$ cat src/rtl/switch_input_conditioner.sv
// Switch input conditioner: 2-flop sync, per-bit debounce, edge pulses.
// Presents a clean level vector plus rise/fall/changed strobes.
module switch_input_conditioner #(
  parameter int WIDTH        = 5,
  parameter int PRESCALE     = 1,
  parameter int STABLE_TICKS = 4
) (
  input  logic             clk,
  input  logic             rst,
  input  logic [WIDTH-1:0] sw_in,
  output logic [WIDTH-1:0] sw_out,
  output logic [WIDTH-1:0] rise,
  output logic [WIDTH-1:0] fall,
  output logic             changed
);

  localparam int PW = (PRESCALE > 1) ? $clog2(PRESCALE) : 1;
  localparam int CW = (STABLE_TICKS > 1) ? $clog2(STABLE_TICKS) : 1;
  localparam logic [PW-1:0] PRE_LAST = PW'(PRESCALE - 1);
  localparam logic [CW-1:0] CNT_LAST = CW'(STABLE_TICKS - 1);

  logic [WIDTH-1:0]         s1;
  logic [WIDTH-1:0]         s2;
  logic [PW-1:0]            pre;
  logic                     tick;
  logic [WIDTH-1:0][CW-1:0] cnt;
  logic [WIDTH-1:0][CW-1:0] cnt_nxt;
  logic [WIDTH-1:0]         diff;
  logic [WIDTH-1:0]         nxt_out;
  logic [WIDTH-1:0]         nxt_rise;
  logic [WIDTH-1:0]         nxt_fall;

  assign tick = (pre == PRE_LAST);
  assign diff = s2 ^ sw_out;

  // Any disagreement that is not backed by a tick simply holds its count.
  always_comb begin
    nxt_out  = sw_out;
    nxt_rise = '0;
    nxt_fall = '0;
    cnt_nxt  = cnt;
    for (int i = 0; i < WIDTH; i++) begin
      unique case (1'b1)
        !diff[i]: cnt_nxt[i] = '0;
        diff[i] && !tick: cnt_nxt[i] = cnt[i];
        diff[i] && tick && (cnt[i] != CNT_LAST):
          cnt_nxt[i] = cnt[i] + CW'(1);
        default: begin
          cnt_nxt[i]  = '0;
          nxt_out[i]  = s2[i];
          nxt_rise[i] = s2[i];
          nxt_fall[i] = ~s2[i];
        end
      endcase
    end
  end

  always_ff @(posedge clk or posedge rst) begin
    if (rst) begin
      s1      <= '0;
      s2      <= '0;
      pre     <= '0;
      cnt     <= '0;
      sw_out  <= '0;
      rise    <= '0;
      fall    <= '0;
      changed <= 1'b0;
    end else begin
      s1      <= sw_in;
      s2      <= s1;
      pre     <= tick ? '0 : pre + PW'(1);
      cnt     <= cnt_nxt;
      sw_out  <= nxt_out;
      rise    <= nxt_rise;
      fall    <= nxt_fall;
      changed <= |(nxt_rise | nxt_fall);
    end
  end

endmodule
$ cat config.mk
export PLATFORM = sky130hd
export DESIGN_NAME = switch_input_conditioner
export DESIGN_NICKNAME = d
export VERILOG_FILES = /design/src/rtl/switch_input_conditioner.sv
export SDC_FILE = /design/constraint.sdc
export NUM_CORES = 1
export LEC_CHECK = 0
export ABC_AREA = 1
export ABC_CLOCK_PERIOD_IN_PS = 1000
export BUFFER_PORTS_ARGS = -buffer_cell sky130_fd_sc_hd__buf_2
export CAP_MARGIN = 20
export CORE_MARGIN = 2
export CORE_UTILIZATION = 48
export DETAILED_ROUTE_END_ITERATION = 8
export MAX_ROUTING_LAYER = met4
export PLACE_DENSITY = 0.73
export SYNTH_ARGS = -nofsm -noshare
export SYNTH_HDL_FRONTEND = slang
export SYNTH_SLANG_ARGS = --single-unit
$ cat constraint.sdc
create_clock -name clk -period 1 [get_ports clk]
set_input_delay 0.05 -clock clk [delete_from_list [all_inputs] [get_ports clk]]
set_output_delay 0.05 -clock clk [all_outputs]
set_load 0.1 [all_outputs]
==> reports/metrics.yaml <==
drt:
  viasPerCell: 4.797
  vias: 945
  dr.pass1.iters: 4
  drt_iter0_drc: 17
  ant_nets: 0
  wire_per_inst_um: 13.90
  wl_um: 2739
  drc: 0
global_route:
  grt_pass1_vias: 967
  grt_pass1_wl_um: 4119
  antenna_found_initial: 0
  grt_overflow_total: 0
  grt_max_degree: 37
  grt.total_usage_pct: 18.29
cts:
  cts-buffers-inserted: 5
  cts_tree: "done"
  cts-root-buf: "clkbuf_4"
  clkSlewWorstSetupHoldPaths_ps: 100
  clock_latency_ps: 340
  clock_sinks: 36
  htree_num_levels: 2
  clk_path_buf_depth: 2
outcome:
  outcome: "finished, violations left"
  violations: "setup timing"
worst_setup_path:
  crit_arrival_ps: 1420
  r2r_cells: 7
  crit_required_ps: 1240
  cp-start-kind: "register"
  crit_type: "reg -> reg"
  end_kind: "register"
  path_max_fanout: 4
sta:
  fin_crit_sh_pct: 118.4
  finalSetupViolCount: 21
  slew_headroom_pct: 84.91
  layout_setup_ws_ps: -183.8
  period_minus_slack_ps: 1184
  drv_slew: 0
  tightest_slew_ps: 226.4
  finClkSkew_ps: 7.420
  rsz0062_at_grt: "true"
  hold_viol_final: 0
  max_freq_ghz: 0.8447
yosys:
  synth_top_cell_by_area: "dfrtp_1"
  ys_seq_elements: 36
  netlist_area_um2: 1286
  synthCells: 114
  ys_types: 13
  synth-edff-count: 0
  ys_seq_area_share_pct: 70.04
  synth_flop_cell: "dfrtp_1"
  ys_top_cells_by_area: "dfrtp_1 70%, inv_1 5.8%, nor2_1 5.8%, ha_1 4.9%, nand2_1 4.7%"
  synth_top_area_share_pct: 70.04
  ys_warn_count: 0
  async_reset_ff_share_pct: 100.0
  synthTopCellsByCount: "36 x dfrtp_1, 20 x inv_1, 20 x nor2_1, 16 x nand2_1, 5 x ha_1"
  syn_avg_cell_area_um2: 11.28
  yosysMostFrequentCell: "dfrtp_1"
  synth_nets: 126
power:
  p_leak_nw: 1.071
  p_total_mw: 6.483
  p_per_area_nw_per_um2: 3014
  ir_drop_mv: 2.742
layout:
  nFillCells: 117
  diodes: 0
  drive_gt1_share_pct: 56.29
  postLayoutCoreUtil_pct: 86.04
  final_area_um2: 2151
  syn2layout_area_growth_pct: 67.22
  fin_nets: 178
  final_cell_count_no_fill: 197
die:
  die_x_um: 55.77
  die_y_um: 55.77
  die_area_um2: 3110
  row_count: 18
  core_um2: 2500
  boundaryPins: 23
  start_util_pct: 51.45
run:
  cap_violations: 0
place:
  gp_congestion: 0.8083
  dpl.cell_count: 172
  dpl_cell_area_um2: 1765
  dpl.hpwl_um: 1512
  io_buffers: 22
hold_path:
  hp-class: "in -> async"
-- layer usage --
metal / global-route usage (%) / wire, um / vias up
met5: - / 0 / -
met4: 5.226 / 107 / 0
met3: 8.372 / 147 / 13
met2: 30.78 / 1564 / 27
met1: 19.34 / 919 / 455
li1: - / - / 450
-- placed cells by master, fill, tap and decap left out, drive strengths merged --
| cell | synthesis | layout |
|---|---|---|
| nand2 | 20 | 20 |
| clkbuf | 0 | 6 |
| ha | 5 | 5 |
| buf | 0 | 39 |
| nand3b | 2 | 2 |
| inv | 20 | 20 |
| nor3 | 2 | 2 |
| clkinv | 0 | 2 |
| nor2 | 22 | 22 |
| dfrtp | 36 | 36 |
| a21oi | 4 | 4 |
| dlygate4sd3 | 0 | 6 |
| nand3 | 3 | 3 |
-- worst max-delay path: stages (launching register included) --
cell,delay [ps]
dfrtp_4,500
buf_6,140
inv_4,60
nand2_4,60
nand3_4,130
nand2_1,70
nor2_1,80
nand2_1,60
-- through the flow --
stage / hold slack (ps) / worst slack, ps / TNS (ps)
2_1_floorplan: 81.43 / -125.6 / -698.5
3_3_place_gp: 106.6 / 9.030 / 0
3_5_place_dp: 116.9 / -44.80 / -83.40
4_1_cts: 299.2 / -169.0 / -1620
5_1_grt: 315.6 / -243.2 / -3427
6_report: 305.0 / -183.8 / -2110
-- repair_timing --
action,in CTS,in global routing
pin swaps,4,10
endpoints found under the setup margin,11,34
resized for setup,21,30
buffers inserted,7,4
endpoints found under the hold margin,41,0
hold buffers,6,0
-- flip-flops by register name, summed over array words and instances (netlist names) --
| signal | flops |
|---|---|
| changed | 1 |
| cnt | 10 |
| fall | 5 |
| rise | 5 |
| s1 | 5 |
| s2 | 5 |
| sw_out | 5 |
-- final cells by class --
| cell class | instances | area, um2 | share of cell area [%] |
|---|---|---|---|
| Clock buffer | 6 | 51.30 | 2.385 |
| Clock inverter | 2 | 10.01 | 0.4654 |
| Inverter | 20 | 85.08 | 3.956 |
| Multi-Input combinational cell | 58 | 450.4 | 20.94 |
| Sequential cell | 36 | 920.9 | 42.82 |
| Tap cell | 30 | 37.54 | 1.745 |
| Timing Repair Buffer | 45 | 595.6 | 27.69 |
-- report_power, final --
part	leakage (nW)	switching, mW	internal, mW
logic	0.583	2.12	1.51
registers	0.450	0.230	1.85
clock network	0.0380	0.444	0.334
-- path summary, 6_finish.rpt --
check	slack [ps]	to	from
worst max-delay path	-180	changed	sw_out[4]
min in group clk	350	s1[2]	sw_in[2]
worst min register to register	360	s2[3]	s1[3]
worst max register to register	-180	changed	sw_out[4]
max in group asynchronous	500	sw_out[1]	rst
worst min-delay path	310	changed	rst
-- cell families (layout without fill, tap and decap cells) --
logic type	Yosys count	after routing	synth area share (%)
and+or+nand+nor	49	49	17.70
DFF	36	36	70.04
buffers and inverters	20	73	5.836
adders and majority gates	5	5	4.864
AOI/OAI and AO/OA	4	4	1.556
(Power assumes the default switching activity.)
